$ cat src/rtl/i2s_pkg.sv
// Shared types and defaults for the I2S receive path.
package i2s_pkg;

  localparam int unsigned I2S_DATA_WIDTH = 24;
  localparam int unsigned I2S_SLOT_WIDTH = 32;

  typedef enum logic [1:0] {
    HUNT,
    SHIFT,
    PAD
  } i2s_state_t;

  typedef struct packed {
    logic [I2S_DATA_WIDTH-1:0] left;
    logic [I2S_DATA_WIDTH-1:0] right;
  } i2s_frame_t;

endpackage

$ cat src/rtl/recv_data_by_i2s_if.sv
// Stereo frame stream (valid/ready) leaving the I2S receiver.
interface recv_data_by_i2s_if #(
  parameter int unsigned DATA_WIDTH = i2s_pkg::I2S_DATA_WIDTH
) ();

  logic [DATA_WIDTH-1:0] out_left;
  logic [DATA_WIDTH-1:0] out_right;
  logic                  out_valid;
  logic                  out_ready;

  modport master (
    output out_left,
    output out_right,
    output out_valid,
    input  out_ready
  );

  modport slave (
    input  out_left,
    input  out_right,
    input  out_valid,
    output out_ready
  );

endinterface

$ cat src/rtl/i2s_pin_sync.sv
// Multi-flop synchronizer for one asynchronous pin, with registered level and edge strobes.
module i2s_pin_sync #(
  parameter int unsigned SYNC_STAGES = 2
) (
  input  logic clk,
  input  logic rst_n,
  input  logic pin,
  output logic level,
  output logic rise,
  output logic fall
);

  logic [SYNC_STAGES-1:0] sync_q;

  // level is the synced value one clk later, so rise/fall line up with it
  always_ff @(posedge clk or negedge rst_n) begin
    if (!rst_n) begin
      sync_q <= '0;
      level  <= 1'b0;
      rise   <= 1'b0;
      fall   <= 1'b0;
    end else begin
      sync_q <= {sync_q[SYNC_STAGES-2:0], pin};
      level  <= sync_q[SYNC_STAGES-1];
      rise   <= sync_q[SYNC_STAGES-1] & ~level;
      fall   <= ~sync_q[SYNC_STAGES-1] & level;
    end
  end

endmodule

$ cat src/rtl/recv_data_by_i2s.sv
// I2S receiver: oversamples BCLK/LRCLK/SDATA and emits one {left,right} frame per LRCLK period.
module recv_data_by_i2s
  import i2s_pkg::*;
#(
  parameter int unsigned DATA_WIDTH  = I2S_DATA_WIDTH,
  parameter int unsigned SLOT_WIDTH  = I2S_SLOT_WIDTH,
  parameter int unsigned SYNC_STAGES = 2
) (
  input  logic                    clk,
  input  logic                    rst_n,
  input  logic                    bclk,
  input  logic                    lrclk,
  input  logic                    sdata,
  recv_data_by_i2s_if.master      bus,
  output logic                    overflow,
  output logic                    frame_err,
  output logic                    locked
);

  localparam int unsigned CW = $clog2(SLOT_WIDTH + 2);
  localparam logic [CW-1:0] LAST_BIT  = CW'(DATA_WIDTH - 1);
  localparam logic [CW-1:0] PAD_LIMIT = CW'(SLOT_WIDTH + 1);

  logic [1:0] rst_q;
  logic       rst_i;

  // asynchronous assert, synchronous release
  always_ff @(posedge clk or negedge rst_n) begin
    if (!rst_n) rst_q <= '0;
    else        rst_q <= {rst_q[0], 1'b1};
  end
  assign rst_i = rst_q[1];

  logic brise, ws, sd;
  logic bclk_level, bclk_fall, lrclk_rise, lrclk_fall, sdata_rise, sdata_fall;
  logic unused_strobes;

  i2s_pin_sync #(.SYNC_STAGES(SYNC_STAGES)) u_sync_bclk (
    .clk(clk), .rst_n(rst_i), .pin(bclk),  .level(bclk_level), .rise(brise),      .fall(bclk_fall));
  i2s_pin_sync #(.SYNC_STAGES(SYNC_STAGES)) u_sync_lrclk (
    .clk(clk), .rst_n(rst_i), .pin(lrclk), .level(ws),         .rise(lrclk_rise), .fall(lrclk_fall));
  i2s_pin_sync #(.SYNC_STAGES(SYNC_STAGES)) u_sync_sdata (
    .clk(clk), .rst_n(rst_i), .pin(sdata), .level(sd),         .rise(sdata_rise), .fall(sdata_fall));

  assign unused_strobes = ^{bclk_level, bclk_fall, lrclk_rise, lrclk_fall, sdata_rise, sdata_fall};

  i2s_state_t            state;
  logic [CW-1:0]         bit_cnt;
  logic [CW-1:0]         slot_cnt;
  logic                  chan;
  logic                  ws_prev;
  logic                  left_ok;
  logic [DATA_WIDTH-2:0] shreg;
  logic [DATA_WIDTH-1:0] left_hold;
  logic [DATA_WIDTH-1:0] word;
  logic                  ws_edge;
  logic                  commit;

  always_comb begin
    ws_edge = brise && (ws != ws_prev);
    word    = {shreg, sd};
    commit  = brise && (state == SHIFT) && !ws_edge && (bit_cnt == LAST_BIT) && chan && left_ok;
  end

  always_ff @(posedge clk or negedge rst_i) begin
    if (!rst_i) begin
      state     <= HUNT;
      bit_cnt   <= '0;
      slot_cnt  <= '0;
      chan      <= 1'b0;
      ws_prev   <= 1'b0;
      left_ok   <= 1'b0;
      shreg     <= '0;
      left_hold <= '0;
      locked    <= 1'b0;
      frame_err <= 1'b0;
    end else begin
      frame_err <= 1'b0;
      if (brise) begin
        ws_prev <= ws;
        case (state)
          HUNT: begin
            if (ws_edge) begin
              state   <= SHIFT;
              chan    <= ws;
              bit_cnt <= '0;
              locked  <= 1'b1;
            end
          end
          SHIFT: begin
            if (ws_edge) begin
              frame_err <= 1'b1;
              left_ok   <= 1'b0;
              chan      <= ws;
              bit_cnt   <= '0;
            end else begin
              shreg <= word[DATA_WIDTH-2:0];
              if (bit_cnt == LAST_BIT) begin
                state    <= PAD;
                slot_cnt <= '0;
                if (!chan) begin
                  left_hold <= word;
                  left_ok   <= 1'b1;
                end else begin
                  left_ok   <= 1'b0;
                end
              end else begin
                bit_cnt <= bit_cnt + CW'(1);
              end
            end
          end
          PAD: begin
            if (ws_edge) begin
              state   <= SHIFT;
              chan    <= ws;
              bit_cnt <= '0;
            end else if (slot_cnt == PAD_LIMIT) begin
              frame_err <= 1'b1;
              state     <= HUNT;
              locked    <= 1'b0;
              left_ok   <= 1'b0;
            end else begin
              slot_cnt <= slot_cnt + CW'(1);
            end
          end
          default: state <= HUNT;
        endcase
      end
    end
  end

  logic [DATA_WIDTH-1:0] out_left_q, out_right_q;
  logic                  out_valid_q;

  // an accept in the commit cycle frees the slot, so the new frame replaces the old one
  always_ff @(posedge clk or negedge rst_i) begin
    if (!rst_i) begin
      out_left_q  <= '0;
      out_right_q <= '0;
      out_valid_q <= 1'b0;
      overflow    <= 1'b0;
    end else begin
      overflow <= 1'b0;
      if (commit) begin
        if (!out_valid_q || bus.out_ready) begin
          out_left_q  <= left_hold;
          out_right_q <= word;
          out_valid_q <= 1'b1;
        end else begin
          overflow <= 1'b1;
        end
      end else if (bus.out_ready) begin
        out_valid_q <= 1'b0;
      end
    end
  end

  assign bus.out_left  = out_left_q;
  assign bus.out_right = out_right_q;
  assign bus.out_valid = out_valid_q;

endmodule

$ cat src/flat_wrapper.sv
// flat-port wrapper written by rule: the top's interface ports become plain ports
module recv_data_by_i2s_flat import i2s_pkg::*;
#(
  parameter int unsigned DATA_WIDTH  = I2S_DATA_WIDTH,
  parameter int unsigned SLOT_WIDTH  = I2S_SLOT_WIDTH,
  parameter int unsigned SYNC_STAGES = 2
)
  (clk, rst_n, bclk, lrclk, sdata, overflow, frame_err, locked, bus_out_left, bus_out_right, bus_out_valid, bus_out_ready);
  recv_data_by_i2s_if #(.DATA_WIDTH(DATA_WIDTH)) bus_i ();
  input  logic clk;
  input  logic rst_n;
  input  logic bclk;
  input  logic lrclk;
  input  logic sdata;
  output logic overflow;
  output logic frame_err;
  output logic locked;
  output wire logic [$bits(bus_i.out_left)-1:0] bus_out_left;
  output wire logic [$bits(bus_i.out_right)-1:0] bus_out_right;
  output wire logic [$bits(bus_i.out_valid)-1:0] bus_out_valid;
  input wire logic [$bits(bus_i.out_ready)-1:0] bus_out_ready;
  assign bus_out_left = bus_i.out_left;
  assign bus_out_right = bus_i.out_right;
  assign bus_out_valid = bus_i.out_valid;
  assign bus_i.out_ready = bus_out_ready;
  recv_data_by_i2s #(.DATA_WIDTH(DATA_WIDTH), .SLOT_WIDTH(SLOT_WIDTH), .SYNC_STAGES(SYNC_STAGES)) u_core (.clk(clk), .rst_n(rst_n), .bclk(bclk), .lrclk(lrclk), .sdata(sdata), .bus(bus_i), .overflow(overflow), .frame_err(frame_err), .locked(locked));
endmodule
$ cat config.mk
export PLATFORM = sky130hd
export DESIGN_NAME = recv_data_by_i2s_flat
export DESIGN_NICKNAME = d
export VERILOG_FILES = /design/src/rtl/i2s_pkg.sv /design/src/rtl/recv_data_by_i2s_if.sv /design/src/rtl/i2s_pin_sync.sv /design/src/rtl/recv_data_by_i2s.sv /design/src/flat_wrapper.sv
export SDC_FILE = /design/constraint.sdc
export NUM_CORES = 1
export LEC_CHECK = 0
export ABC_AREA = 1
export CORE_UTILIZATION = 60
export CTS_BUF_LIST = sky130_fd_sc_hd__clkbuf_8
export DETAILED_ROUTE_END_ITERATION = 6
export GPL_ROUTABILITY_DRIVEN = 0
export PLACE_DENSITY = 0.95
export SETUP_SLACK_MARGIN = 0.05
export SKIP_LAST_GASP = 1
export SLEW_MARGIN = 20
export SYNTH_ARGS = -nofsm -noshare
export SYNTH_HDL_FRONTEND = slang
export SYNTH_SLANG_ARGS = --single-unit
$ cat constraint.sdc
create_clock -name clk -period 7.49 [get_ports clk]
set_input_delay 1.1235 -clock clk [delete_from_list [all_inputs] [get_ports clk]]
set_output_delay 1.1235 -clock clk [all_outputs]
set_load 0.005 [all_outputs]
==> report_table.html, run 1 <==
<table>
<tr><th>Metric</th><th>Value</th></tr>
<tr><th colspan="2">Synthesis</th></tr>
<tr><td>FF+latch count, synth</td><td>128</td></tr>
<tr><td>Leading post-synthesis cells by cell area</td><td>sky130_fd_sc_hd__dfrtp_1 61%, sky130_fd_sc_hd__nand2_1 11%, sky130_fd_sc_hd__inv_1 5.5%</td></tr>
<tr><td>Fraction of the yosys area taken by sequential cells</td><td>0.614</td></tr>
<tr><td>Synth Instances</td><td>564</td></tr>
<tr><td>Post-synthesis cell area</td><td>5210 µm²</td></tr>
<tr><td>Netlist cell types</td><td>22</td></tr>
<tr><td>Average instance area after synthesis</td><td>9.24 µm²</td></tr>
<tr><td>Area share of the largest cell type after synthesis</td><td>0.614</td></tr>
<tr><td>Most area-hungry cell type in the Yosys netlist</td><td>sky130_fd_sc_hd__dfrtp_1</td></tr>
<tr><td>Synthesized net count</td><td>579</td></tr>
<tr><td>Number of warnings reported in the yosys synthesis log</td><td>0</td></tr>
<tr><th colspan="2">Floorplanning</th></tr>
<tr><td>Die width</td><td>95.2 µm</td></tr>
<tr><td>Vert. Die Dim</td><td>95.2 µm</td></tr>
<tr><td>Die Outline Area</td><td>9060 µm²</td></tr>
<tr><td>Area of the core</td><td>8300 µm²</td></tr>
<tr><td>Ports placed on the boundary</td><td>58</td></tr>
<tr><td>Effective utilization at floorplan</td><td>0.628</td></tr>
<tr><td>Count of standard-cell rows</td><td>33</td></tr>
<tr><th colspan="2">CTS</th></tr>
<tr><td>Clock Root Buffer</td><td>sky130_fd_sc_hd__clkbuf_8</td></tr>
<tr><td>Sink Count</td><td>128</td></tr>
<tr><td>Clock transition at path regs</td><td>80 ps</td></tr>
<tr><td>Worst-case clock buffer depth</td><td>2</td></tr>
<tr><td>Post-CTS setup repair buffer count</td><td>0</td></tr>
<tr><td>H-tree levels</td><td>4</td></tr>
<tr><td>Inserted Clock Buffers</td><td>17</td></tr>
<tr><td>CTS tree</td><td>yes</td></tr>
<tr><td>Post-CTS Hold Buffers</td><td>0</td></tr>
<tr><td>Post-cts repair resize count</td><td>0</td></tr>
<tr><td>Worst-skew pair later-pin latency</td><td>430 ps</td></tr>
<tr><th colspan="2">Pwr</th></tr>
<tr><td>Clk network pwr share</td><td>0.380</td></tr>
<tr><td>Sequential group share of total power</td><td>0.500</td></tr>
<tr><td>Switching power</td><td>0.000434 W</td></tr>
<tr><td>Ratio of total power to cell area</td><td>245 nW/µm²</td></tr>
<tr><td>Cell leakage power</td><td>2.80 nW</td></tr>
<tr><td>Part of the total power dissipated in combinational logic</td><td>0.120</td></tr>
<tr><td>P_int</td><td>0.00108 W</td></tr>
<tr><td>Switching share of power</td><td>0.287</td></tr>
<tr><td>Worst ir drop on vdd</td><td>165 µV</td></tr>
<tr><th colspan="2">Setup path</th></tr>
<tr><td>Required time at the endpoint of the critical path</td><td>7810 ps</td></tr>
<tr><td>Slowest library cell on the worst path</td><td>sky130_fd_sc_hd__nand3_4</td></tr>
<tr><td>Kind of capture point of the worst setup path</td><td>register</td></tr>
<tr><td>WP buf/inv</td><td>3</td></tr>
<tr><td>Cell type group with the largest total delay on the critical path</td><td>simple AND/OR/NAND/NOR gates</td></tr>
<tr><td>Top fanout value on the critical path</td><td>96</td></tr>
<tr><td>Worst r2r path cells</td><td>9</td></tr>
<tr><td>Slowest cell delay on critical path</td><td>700 ps</td></tr>
<tr><td>Setup slack on the worst flop-to-flop path</td><td>4640 ps</td></tr>
<tr><td>Critical path cell sequence</td><td>inv_1, ha_1, nand2_1, inv_1, nand2_1, buf_4, nor2_4, nand3_4, o21ai_0</td></tr>
<tr><td>Arrival time at the worst endpoint</td><td>3160 ps</td></tr>
<tr><td>Path type of the worst setup path</td><td>reg2reg</td></tr>
<tr><td>Crit Reg-Reg Startpoint</td><td>u_core.state[1]</td></tr>
<tr><td>Crit path from</td><td>u_core.state[1]</td></tr>
<tr><td>Reg2Reg Capture Point</td><td>u_core.bus.out_left[14]</td></tr>
<tr><td>Critical Path Start Type</td><td>register</td></tr>
<tr><th colspan="2">Cells and area</th></tr>
<tr><td>Most frequent standard cell in the layout excluding fill and tap cells</td><td>sky130_fd_sc_hd__nand2_1</td></tr>
<tr><td>Design area</td><td>6190 µm²</td></tr>
<tr><td>Count of inserted antenna diode cells</td><td>0</td></tr>
<tr><td>Synthesis-to-layout area growth</td><td>18.7%</td></tr>
<tr><td>Leading cell types in the layout, fill and taps excluded</td><td>158 x sky130_fd_sc_hd__nand2_1, 127 x sky130_fd_sc_hd__dfrtp_1, 77 x sky130_fd_sc_hd__inv_1</td></tr>
<tr><td>Number of nets in the layout</td><td>635</td></tr>
<tr><td>Fraction of final layout cells sized beyond drive strength 1</td><td>0.0696</td></tr>
<tr><th colspan="2">GRT</th></tr>
<tr><td>Global-route wire length before repair</td><td>17.5 mm</td></tr>
<tr><td>M1 GR Usage</td><td>0.324</td></tr>
<tr><td>Most utilized layer in the global route result</td><td>met2</td></tr>
<tr><td>Total track usage</td><td>0.259</td></tr>
<tr><td>Maximum number of pins on one net before global-route repair</td><td>97</td></tr>
<tr><td>Routing usage on met2</td><td>0.413</td></tr>
<tr><td>Number of global-route vias before repair</td><td>3,785</td></tr>
<tr><td>M3 GR Usage</td><td>0.0630</td></tr>
<tr><td>Number of antenna violations at the first check in global routing</td><td>0</td></tr>
<tr><td>Overflow left after global routing</td><td>0</td></tr>
<tr><th colspan="2">Placed design</th></tr>
<tr><td>Area after detailed placement</td><td>5790 µm²</td></tr>
<tr><td>Count of buffers from port buffering</td><td>57</td></tr>
<tr><td>Half-perimeter wire length of the detailed placement result</td><td>6.72 mm</td></tr>
<tr><th colspan="2">Timing</th></tr>
<tr><td>Fin crit share</td><td>0.380</td></tr>
<tr><td>Transition time at the pin with the least slew margin</td><td>994 ps</td></tr>
<tr><td>RSZ-0062 raised after global routing</td><td>false</td></tr>
<tr><td>Max-slew violation count</td><td>0</td></tr>
<tr><td># setup viols final</td><td>0</td></tr>
<tr><td>Highest clock frequency the design can meet</td><td>351 MHz</td></tr>
<tr><td>Final TNS setup</td><td>0 ps</td></tr>
<tr><td>Setup clock skew after layout</td><td>10.5 ps</td></tr>
<tr><td>Number of hold-slack violations in the final timing report</td><td>0</td></tr>
<tr><td>Minimum clock period</td><td>2850 ps</td></tr>
<tr><td>Headroom to the max-slew limit</td><td>0.337</td></tr>
<tr><th colspan="2">Routing</th></tr>
<tr><td>Iteration-0 DRC Markers</td><td>287</td></tr>
<tr><td>Drt total wl</td><td>11.0 mm</td></tr>
<tr><td>Post-detailed-route DRC marker count</td><td>0</td></tr>
<tr><td>Via count</td><td>3,970</td></tr>
<tr><td>Wirelength per Cell</td><td>14.9 µm</td></tr>
<tr><td>Antenna Violating Nets Remaining</td><td>0</td></tr>
<tr><td>Detailed-routing iteration count for the pre-antenna-repair pass</td><td>5</td></tr>
<tr><td>Via-per-instance ratio</td><td>5.39</td></tr>
<tr><th colspan="2">Min path</th></tr>
<tr><td>Kind of path behind the tightest hold check</td><td>reg2async</td></tr>
<tr><th colspan="2">Run</th></tr>
<tr><td>Count of max-cap constraint violations</td><td>0</td></tr>
<tr><th colspan="2">Status</th></tr>
<tr><td>Result of the run</td><td>complete, no violations</td></tr>
</table>
==> cell type report <==
type	instances	area (µm²)
flip-flops and latches	128	3210
fillers	526	2110
multi-input cells	336	1570
repair buffers	60	597
inverters	77	289
clock buffers	17	234
clock inverters	14	159
well taps	105	131
==> metal layers <==
layer	up-vias	part of all wire
met1	1911	0.41
met4	0	0.031
met5	-	0
li1	1878	-
met2	152	0.51
met3	29	0.047
==> sequential cells by signal, summed over array words and instances, names as in the netlist, 2 cells and up <==
signal and count:
u_core.bit_cnt 6, u_core.bus.out_left 24, u_core.u_sync_sdata.sync_q 2, u_core.rst_q 2, u_core.state 2, u_core.u_sync_lrclk.sync_q 2, u_core.slot_cnt 6, u_core.bus.out_right 24
u_core.u_sync_bclk.sync_q 2, u_core.shreg 23, u_core.left_hold 24
==> cell families (layout without fill, tap and decap cells) <==
group	Yosys count	count (layout)	share of synthesized area
AOI/OAI and AO/OA	112	112	0.108
xor gates and xnor gates	1	1	0.00168
adders and majority gates	9	9	0.0216
buffers and inverters	100	168	0.0859
DFF	128	128	0.614
other	1	1	0.000719
and+or+nand+nor	213	213	0.168
==> how the worst max path moves through the flow <==
| stage | endpoint | slack [ps] | cells after the start |
|---|---|---|---|
| final | u_core.bus.out_left[14] | 4640 | 9 |
| after CTS | u_core.bus.out_left[14] | 4700 | 9 |
| after global placement | u_core.bus.out_left[17] | 4530 | 5 |
| after global routing | u_core.bus.out_right[8] | 4380 | 10 |
| after floorplan | u_core.bit_cnt[0] | 3660 | 0 |
| after detailed placement | u_core.bus.out_left[14] | 4360 | 5 |
==> through the flow <==
stage	utilization	hold slack (ps)	cells	total power, W	worst slack, ps
global placement	0.698	333	706	0.000926	4530
finish	0.745	335	737	0.00151	4640
detailed placement	0.698	338	706	0.000941	4360
floorplan	-	331	564	0.000893	3660
CTS	0.745	343	737	0.00152	4700
global route	0.745	368	737	0.00159	4380
==> power groups by stage <==
stage	sequential (W)	clock [W]	combinational (W)
2_1_floorplan	0.000765	0	0.000128
3_3_place_gp	0.000764	0	0.000162
3_5_place_dp	0.000768	0	0.000174
4_1_cts	0.000755	0.000585	0.000176
5_1_grt	0.000760	0.000619	0.000210
6_report	0.000756	0.000575	0.000181
==> cell usage after synthesis <==
library cell / number
sky130_fd_sc_hd__buf_6: 8
sky130_fd_sc_hd__xor2_1: 1
sky130_fd_sc_hd__nor2_2: 1
sky130_fd_sc_hd__a21oi_1: 3
sky130_fd_sc_hd__o21ai_1: 55
sky130_fd_sc_hd__conb_1: 1
sky130_fd_sc_hd__nand2_2: 2
sky130_fd_sc_hd__o211ai_1: 1
sky130_fd_sc_hd__nor2_4: 1
sky130_fd_sc_hd__nand2_1: 158
sky130_fd_sc_hd__nand3_1: 23
sky130_fd_sc_hd__nand3_2: 1
sky130_fd_sc_hd__nand4_1: 5
sky130_fd_sc_hd__or2_2: 4
sky130_fd_sc_hd__o21ai_0: 53
sky130_fd_sc_hd__nor2_1: 17
sky130_fd_sc_hd__ha_1: 9
sky130_fd_sc_hd__nor3_1: 1
sky130_fd_sc_hd__dfrtp_1: 128
sky130_fd_sc_hd__clkbuf_1: 5
sky130_fd_sc_hd__inv_1: 77
sky130_fd_sc_hd__buf_2: 10
Note: power is estimated with default switching activity, not from simulation.
==> run 2, diff against run 1 <==
- CORE_UTILIZATION: 60 -> 58
- PLACE_DENSITY: 0.95 -> 0.93
- clock period: 7.49 -> 2.65 ns (I/O delays scaled with it)
==> run 2 against run 1 <==
Against the previous run: hold slack got worse by 220 ps; flip-flop and latch count did not move; setup slack got worse by 4200 ps; critical path type unchanged; critical endpoint is now u_core.bus.out_left[13].
==> report_table.html, run 2 (synthesis results as in run 1) <==
<table>
<tr><th>Metric</th><th>Value</th></tr>
<tr><th colspan="2">CTS</th></tr>
<tr><td>Sink Count</td><td>128 (unchanged)</td></tr>
<tr><td>Clock transition at path regs</td><td>80 ps (about the same)</td></tr>
<tr><td>Clock Root Buffer</td><td>sky130_fd_sc_hd__clkbuf_8</td></tr>
<tr><td>Post-CTS setup repair buffer count</td><td>0 (unchanged)</td></tr>
<tr><td>Worst-skew pair later-pin latency</td><td>440 ps (about the same)</td></tr>
<tr><td>Inserted Clock Buffers</td><td>17 (unchanged)</td></tr>
<tr><td>CTS tree</td><td>yes</td></tr>
<tr><td>Post-cts repair resize count</td><td>0 (unchanged)</td></tr>
<tr><td>H-tree levels</td><td>4 (unchanged)</td></tr>
<tr><td>Worst-case clock buffer depth</td><td>2 (unchanged)</td></tr>
<tr><td>Post-CTS Hold Buffers</td><td>0 (unchanged)</td></tr>
<tr><th colspan="2">Setup path</th></tr>
<tr><td>Required time at the endpoint of the critical path</td><td>2970 ps (-4840 ps)</td></tr>
<tr><td>Kind of capture point of the worst setup path</td><td>register</td></tr>
<tr><td>Crit Reg-Reg Startpoint</td><td>u_core.state[1]</td></tr>
<tr><td>Worst r2r path cells</td><td>10 (+1)</td></tr>
<tr><td>Path type of the worst setup path</td><td>reg2reg</td></tr>
<tr><td>Arrival time at the worst endpoint</td><td>2560 ps (-600 ps)</td></tr>
<tr><td>Top fanout value on the critical path</td><td>62 (-35%)</td></tr>
<tr><td>Setup slack on the worst flop-to-flop path</td><td>410 ps (-4230 ps)</td></tr>
<tr><td>Reg2Reg Capture Point</td><td>u_core.bus.out_left[13]</td></tr>
<tr><td>Critical Path Start Type</td><td>register</td></tr>
<tr><th colspan="2">Placed design</th></tr>
<tr><td>Half-perimeter wire length of the detailed placement result</td><td>6.50 mm (-3.3%)</td></tr>
<tr><td>Count of buffers from port buffering</td><td>57 (unchanged)</td></tr>
<tr><th colspan="2">Floorplanning</th></tr>
<tr><td>Ports placed on the boundary</td><td>58 (unchanged)</td></tr>
<tr><td>Area of the core</td><td>8720 µm² (+5.1%)</td></tr>
<tr><td>Count of standard-cell rows</td><td>34 (+3.0%)</td></tr>
<tr><td>Die Outline Area</td><td>9370 µm² (+3.4%)</td></tr>
<tr><td>Effective utilization at floorplan</td><td>0.598 (-0.0304)</td></tr>
<tr><td>Vert. Die Dim</td><td>96.8 µm (+1.7%)</td></tr>
<tr><td>Die width</td><td>96.8 µm (+1.7%)</td></tr>
<tr><th colspan="2">GRT</th></tr>
<tr><td>Number of global-route vias before repair</td><td>3,865 (+2.1%)</td></tr>
<tr><td>Maximum number of pins on one net before global-route repair</td><td>63 (-35%)</td></tr>
<tr><td>Global-route wire length before repair</td><td>17.5 mm (+0.16%)</td></tr>
<tr><td>Overflow left after global routing</td><td>0 (unchanged)</td></tr>
<tr><td>Number of antenna violations at the first check in global routing</td><td>0 (unchanged)</td></tr>
<tr><td>Total track usage</td><td>0.236 (-0.0227)</td></tr>
<tr><th colspan="2">Timing</th></tr>
<tr><td>Number of hold-slack violations in the final timing report</td><td>0 (unchanged)</td></tr>
<tr><td>Setup clock skew after layout</td><td>10.1 ps (-0.416 ps)</td></tr>
<tr><td>Fin crit share</td><td>0.846 (+0.466)</td></tr>
<tr><td>Headroom to the max-slew limit</td><td>0.492 (+0.154)</td></tr>
<tr><td>Transition time at the pin with the least slew margin</td><td>763 ps (-232 ps)</td></tr>
<tr><td>Final TNS setup</td><td>0 ps (unchanged)</td></tr>
<tr><td>Minimum clock period</td><td>2240 ps (-605 ps)</td></tr>
<tr><td>RSZ-0062 raised after global routing</td><td>false</td></tr>
<tr><td>Max-slew violation count</td><td>0 (unchanged)</td></tr>
<tr><td># setup viols final</td><td>0 (unchanged)</td></tr>
<tr><td>Highest clock frequency the design can meet</td><td>446 MHz (+27%)</td></tr>
<tr><th colspan="2">Cells and area</th></tr>
<tr><td>Layout fillers</td><td>563 (+7.0%)</td></tr>
<tr><td>Synthesis-to-layout area growth</td><td>19.5%</td></tr>
<tr><td>Leading cell types in the layout, fill and taps excluded</td><td>158 x sky130_fd_sc_hd__nand2_1, 127 x sky130_fd_sc_hd__dfrtp_1, 77 x sky130_fd_sc_hd__inv_1</td></tr>
<tr><td>Number of nets in the layout</td><td>637 (+0.31%)</td></tr>
<tr><td>Most frequent standard cell in the layout excluding fill and tap cells</td><td>sky130_fd_sc_hd__nand2_1</td></tr>
<tr><td>Fraction of final layout cells sized beyond drive strength 1</td><td>0.0740 (+0.00440)</td></tr>
<tr><td>Count of inserted antenna diode cells</td><td>0 (unchanged)</td></tr>
<tr><th colspan="2">Routing</th></tr>
<tr><td>Via count</td><td>3,969 (-0.025%)</td></tr>
<tr><td>Via-per-instance ratio</td><td>5.34 (-0.83%)</td></tr>
<tr><td>Antenna Violating Nets Remaining</td><td>0 (unchanged)</td></tr>
<tr><td>Detailed-routing iteration count for the pre-antenna-repair pass</td><td>5 (unchanged)</td></tr>
<tr><td>Drt total wl</td><td>10.5 mm (-4.7%)</td></tr>
<tr><td>Wirelength per Cell</td><td>14.1 µm (-5.5%)</td></tr>
<tr><td>Post-detailed-route DRC marker count</td><td>0 (unchanged)</td></tr>
<tr><td>Iteration-0 DRC Markers</td><td>472 (+64%)</td></tr>
<tr><th colspan="2">Pwr</th></tr>
<tr><td>Design Power</td><td>0.00430 W (+180%)</td></tr>
<tr><td>Cell leakage power</td><td>2.82 nW (+0.83%)</td></tr>
<tr><td>Worst ir drop on vdd</td><td>603 µV (+270%)</td></tr>
<tr><td>Ratio of total power to cell area</td><td>691 nW/µm² (+180%)</td></tr>
<tr><th colspan="2">Min path</th></tr>
<tr><td>Kind of path behind the tightest hold check</td><td>in2async</td></tr>
<tr><th colspan="2">Status</th></tr>
<tr><td>Result of the run</td><td>complete, no violations</td></tr>
<tr><th colspan="2">Run</th></tr>
<tr><td>Count of max-cap constraint violations</td><td>0 (unchanged)</td></tr>
</table>
[run 2: changes by cell type in the layout (fill, tap and decap cells not counted), sizes merged]
| cell | previous run | this run |
|---|---|---|
| buf | 3 | 5 |
| clkinv | 6 | 9 |
| inv | 81 | 79 |
[run 2: routing by layer]
metal	global-route usage	vias up	routed length, µm
li1	-	1888	-
met1	0.300	1902	4510
met2	0.374	139	5120
met3	0.0665	40	523
met4	0.116	0	301
met5	0	-	0
[run 2: cell type report]
| cell class | count | area [µm²] | area share |
|---|---|---|---|
| clock buffers | 17 | 234 | 0.0376 |
| flip-flops and latches | 128 | 3210 | 0.515 |
| inverters | 77 | 289 | 0.0464 |
| repair buffers | 62 | 633 | 0.102 |
| well taps | 108 | 135 | 0.0217 |
| clock inverters | 15 | 163 | 0.0261 |
| multi-input cells | 336 | 1570 | 0.252 |
[run 2: stage by stage]
stage          utilization  std cells  hold slack [ps]  worst slack, ps  cell area, µm²
4_1_cts              0.714        743              104              435            6230
6_report             0.714        743              120              409            6230
2_1_floorplan            -        564              102              518            5210
5_1_grt              0.714        743              102              268            6230
3_3_place_gp         0.669        711              335              646            5830
3_5_place_dp         0.669        711              335              528            5830
[run 2: how the worst max path moves through the flow]
stage,from,to,slack (ps),cells after the start
2_1_floorplan,u_core.rst_q[1],u_core.bit_cnt[0],520,0
3_3_place_gp,u_core.bit_cnt[0],u_core.bus.out_left[16],650,9
3_5_place_dp,u_core.state[1],u_core.bus.out_left[17],530,10
4_1_cts,u_core.state[1],u_core.bus.out_left[13],430,10
5_1_grt,u_core.state[1],u_core.bus.out_left[14],270,10
6_report,u_core.state[1],u_core.bus.out_left[13],410,10
[run 2: report_power, final]
part | internal (W) | total (W) | switching (W)
logic | 0.000168 | 0.000519 | 0.000351
registers | 0.00204 | 0.00214 | 0.0000972
clock network | 0.000845 | 0.00165 | 0.000801
[run 2: critical path, stage by stage (launching register included)]
cell                      delay, ps
sky130_fd_sc_hd__dfrtp_1        450
sky130_fd_sc_hd__inv_1          140
sky130_fd_sc_hd__ha_1           250
sky130_fd_sc_hd__nand2_1         80
sky130_fd_sc_hd__inv_1          100
sky130_fd_sc_hd__nand2_1        120
sky130_fd_sc_hd__nor2_4         140
sky130_fd_sc_hd__nand3_4        320
sky130_fd_sc_hd__buf_12         330
sky130_fd_sc_hd__nand2_1        110
sky130_fd_sc_hd__o21ai_0         80
==> run 3, diff against run 2 <==
- clock period: 2.65 -> 2.1 ns (I/O delays scaled with it)
==> run 3 against run 2 <==
Against the previous run: wire length down 3.3%; clock power grew 23%; sequential power is 26% higher; combinational power up 27%; fmax rose by 15%; global-route usage down 0.83 points; die area did not move; hold slack worse by 74 ps; critical path depth decreased by 1.
==> report_table.html, run 3 (synthesis results as in run 1) <==
<table>
<tr><th>Metric</th><th>Value</th></tr>
<tr><th colspan="2">Status</th></tr>
<tr><td>Result of the run</td><td>complete, no violations</td></tr>
<tr><th colspan="2">Timing</th></tr>
<tr><td>RSZ-0062 raised after global routing</td><td>false</td></tr>
<tr><td>Setup clock skew after layout</td><td>11.7 ps (+1.55 ps)</td></tr>
<tr><td>Fin crit share</td><td>0.927 (+0.0811)</td></tr>
<tr><td>Max-slew violation count</td><td>0 (unchanged)</td></tr>
<tr><td>Number of hold-slack violations in the final timing report</td><td>0 (unchanged)</td></tr>
<tr><td># setup viols final</td><td>0 (unchanged)</td></tr>
<tr><td>Final TNS setup</td><td>0 ps (unchanged)</td></tr>
<tr><td>Minimum clock period</td><td>1950 ps (-295 ps)</td></tr>
<tr><td>Highest clock frequency the design can meet</td><td>514 MHz (+15%)</td></tr>
<tr><th colspan="2">Cells and area</th></tr>
<tr><td>Synthesis-to-layout area growth</td><td>19.7%</td></tr>
<tr><td>Fraction of final layout cells sized beyond drive strength 1</td><td>0.0755 (+0.00146)</td></tr>
<tr><td>Count of inserted antenna diode cells</td><td>0 (unchanged)</td></tr>
<tr><td>Number of nets in the layout</td><td>638 (+0.16%)</td></tr>
<tr><td>Count of placed standard cells in the final layout, fillers left out</td><td>744 (+0.13%)</td></tr>
<tr><td>Most frequent standard cell in the layout excluding fill and tap cells</td><td>sky130_fd_sc_hd__nand2_1</td></tr>
<tr><td>Finished Core Util</td><td>0.715 (+0.00115)</td></tr>
<tr><td>Leading cell types in the layout, fill and taps excluded</td><td>158 x sky130_fd_sc_hd__nand2_1, 127 x sky130_fd_sc_hd__dfrtp_1, 79 x sky130_fd_sc_hd__inv_1</td></tr>
<tr><th colspan="2">Routing</th></tr>
<tr><td>Via-per-instance ratio</td><td>5.32 (-0.34%)</td></tr>
<tr><td>Detailed-routing iteration count for the pre-antenna-repair pass</td><td>5 (unchanged)</td></tr>
<tr><td>Wirelength per Cell</td><td>13.6 µm (-3.4%)</td></tr>
<tr><td>Post-detailed-route DRC marker count</td><td>0 (unchanged)</td></tr>
<tr><td>Antenna Violating Nets Remaining</td><td>0 (unchanged)</td></tr>
<tr><td>Drt total wl</td><td>10.1 mm (-3.3%)</td></tr>
<tr><td>Iteration-0 DRC Markers</td><td>279 (-41%)</td></tr>
<tr><td>Via count</td><td>3,961 (-0.20%)</td></tr>
<tr><th colspan="2">Setup path</th></tr>
<tr><td>Required time at the endpoint of the critical path</td><td>2390 ps (-580 ps)</td></tr>
<tr><td>Arrival time at the worst endpoint</td><td>2240 ps (-320 ps)</td></tr>
<tr><td>Top fanout value on the critical path</td><td>96 (+55%)</td></tr>
<tr><td>Crit Reg-Reg Startpoint</td><td>u_core.bit_cnt[0]</td></tr>
<tr><td>Setup slack on the worst flop-to-flop path</td><td>150 ps (-260 ps)</td></tr>
<tr><td>Reg2Reg Capture Point</td><td>u_core.bus.out_left[14]</td></tr>
<tr><td>Kind of capture point of the worst setup path</td><td>register</td></tr>
<tr><td>Crit path from</td><td>u_core.bit_cnt[0]</td></tr>
<tr><td>Worst r2r path cells</td><td>9 (-1)</td></tr>
<tr><td>Path type of the worst setup path</td><td>reg2reg</td></tr>
<tr><td>Critical Path Start Type</td><td>register</td></tr>
<tr><th colspan="2">CTS</th></tr>
<tr><td>Post-CTS Hold Buffers</td><td>0 (unchanged)</td></tr>
<tr><td>Clock Root Buffer</td><td>sky130_fd_sc_hd__clkbuf_8</td></tr>
<tr><td>Worst-case clock buffer depth</td><td>2 (unchanged)</td></tr>
<tr><td>H-tree levels</td><td>4 (unchanged)</td></tr>
<tr><td>Inserted Clock Buffers</td><td>17 (unchanged)</td></tr>
<tr><td>Clock transition at path regs</td><td>70 ps (about the same)</td></tr>
<tr><td>CTS tree</td><td>yes</td></tr>
<tr><td>Worst-skew pair later-pin latency</td><td>430 ps (about the same)</td></tr>
<tr><td>Post-CTS setup repair buffer count</td><td>0 (unchanged)</td></tr>
<tr><td>Post-cts repair resize count</td><td>0 (unchanged)</td></tr>
<tr><td>Sink Count</td><td>128 (unchanged)</td></tr>
<tr><th colspan="2">Pwr</th></tr>
<tr><td>Worst ir drop on vdd</td><td>683 µV (+13%)</td></tr>
<tr><td>Design Power</td><td>0.00538 W (+25%)</td></tr>
<tr><td>Switching share of power</td><td>0.280 (-0.00986)</td></tr>
<tr><td>Ratio of total power to cell area</td><td>863 nW/µm² (+25%)</td></tr>
<tr><td>Part of the total power dissipated in combinational logic</td><td>0.122 (about the same)</td></tr>
<tr><td>Cell leakage power</td><td>2.82 nW (about the same)</td></tr>
<tr><td>Switching power</td><td>0.00151 W (+21%)</td></tr>
<tr><td>Clk network pwr share</td><td>0.378 (-0.005)</td></tr>
<tr><td>Sequential group share of total power</td><td>0.500 (+0.003)</td></tr>
<tr><td>P_int</td><td>0.00387 W (+27%)</td></tr>
<tr><th colspan="2">Floorplanning</th></tr>
<tr><td>Vert. Die Dim</td><td>96.8 µm (unchanged)</td></tr>
<tr><td>Count of standard-cell rows</td><td>34 (unchanged)</td></tr>
<tr><td>Area of the core</td><td>8720 µm² (unchanged)</td></tr>
<tr><td>Die Outline Area</td><td>9370 µm² (unchanged)</td></tr>
<tr><td>Die width</td><td>96.8 µm (unchanged)</td></tr>
<tr><td>Effective utilization at floorplan</td><td>0.598 (unchanged)</td></tr>
<tr><td>Ports placed on the boundary</td><td>58 (unchanged)</td></tr>
<tr><th colspan="2">GRT</th></tr>
<tr><td>Total track usage</td><td>0.228 (-0.00828)</td></tr>
<tr><td>Overflow left after global routing</td><td>0 (unchanged)</td></tr>
<tr><td>Number of global-route vias before repair</td><td>3,827 (-0.98%)</td></tr>
<tr><td>Global-route wire length before repair</td><td>17.1 mm (-2.1%)</td></tr>
<tr><td>Maximum number of pins on one net before global-route repair</td><td>97 (+54%)</td></tr>
<tr><td>Number of antenna violations at the first check in global routing</td><td>0 (unchanged)</td></tr>
<tr><th colspan="2">Placed design</th></tr>
<tr><td>Count of buffers from port buffering</td><td>57 (unchanged)</td></tr>
<tr><td>Half-perimeter wire length of the detailed placement result</td><td>6.78 mm (+4.3%)</td></tr>
<tr><td>Placed insts</td><td>712 (+0.14%)</td></tr>
<tr><th colspan="2">Run</th></tr>
<tr><td>Count of max-cap constraint violations</td><td>0 (unchanged)</td></tr>
<tr><th colspan="2">Min path</th></tr>
<tr><td>Kind of path behind the tightest hold check</td><td>in2async</td></tr>
</table>
-- run 3: per-layer routing --
layer | global-route usage | part of all wire | vias to the layer above
li1 | - | - | 1893
met1 | 0.283 | 0.43 | 1913
met2 | 0.380 | 0.50 | 127
met3 | 0.0542 | 0.043 | 28
met4 | 0.104 | 0.022 | 0
met5 | 0 | 0 | -
-- run 3: how the worst max path moves through the flow --
stage | to | slack (ps) | cells after the start
after CTS | u_core.left_hold[3] | 170 | 10
after floorplan | u_core.bus.out_left[21] | 480 | 11
after detailed placement | u_core.left_hold[13] | 170 | 10
after global routing | u_core.bus.out_left[18] | 70 | 10
final | u_core.bus.out_left[14] | 150 | 9
after global placement | u_core.slot_cnt[5] | 340 | 7
-- run 3: power by group through the flow --
stage	Combinational, W	Clock, W	Sequential, W
floorplan	0.000455	0	0.00273
global placement	0.000589	0	0.00272
detailed placement	0.000638	0	0.00273
CTS	0.000642	0.00207	0.00269
global route	0.000735	0.00218	0.00271
finish	0.000659	0.00203	0.00269
-- run 3: final cells by class --
type | count | area, µm²
Tap cell | 108 | 135
Clock inverter | 14 | 143
Timing Repair Buffer | 63 | 644
Clock buffer | 18 | 248
Inverter | 77 | 289
Sequential cell | 128 | 3210
Fill cell | 582 | 2480
Multi-Input combinational cell | 336 | 1570
-- run 3: per-stage QoR --
stage / cell area (µm²) / hold slack (ps) / setup WS, ps
finish: 6240 / 46.7 / 154
global route: 6240 / 31.7 / 74.9
CTS: 6230 / 33.0 / 171
detailed placement: 5840 / 292 / 174
global placement: 5840 / 279 / 338
floorplan: 5220 / 19.4 / 480
-- run 3: critical path, stage by stage, from the launching register on --
cell,delay (ps)
sky130_fd_sc_hd__dfrtp_1,450
sky130_fd_sc_hd__ha_1,230
sky130_fd_sc_hd__nand2_1,120
sky130_fd_sc_hd__nor2_2,140
sky130_fd_sc_hd__nand2_2,110
sky130_fd_sc_hd__nor2_4,170
sky130_fd_sc_hd__nand3_4,90
sky130_fd_sc_hd__buf_12,200
sky130_fd_sc_hd__nand2_1,130
sky130_fd_sc_hd__o21ai_0,90
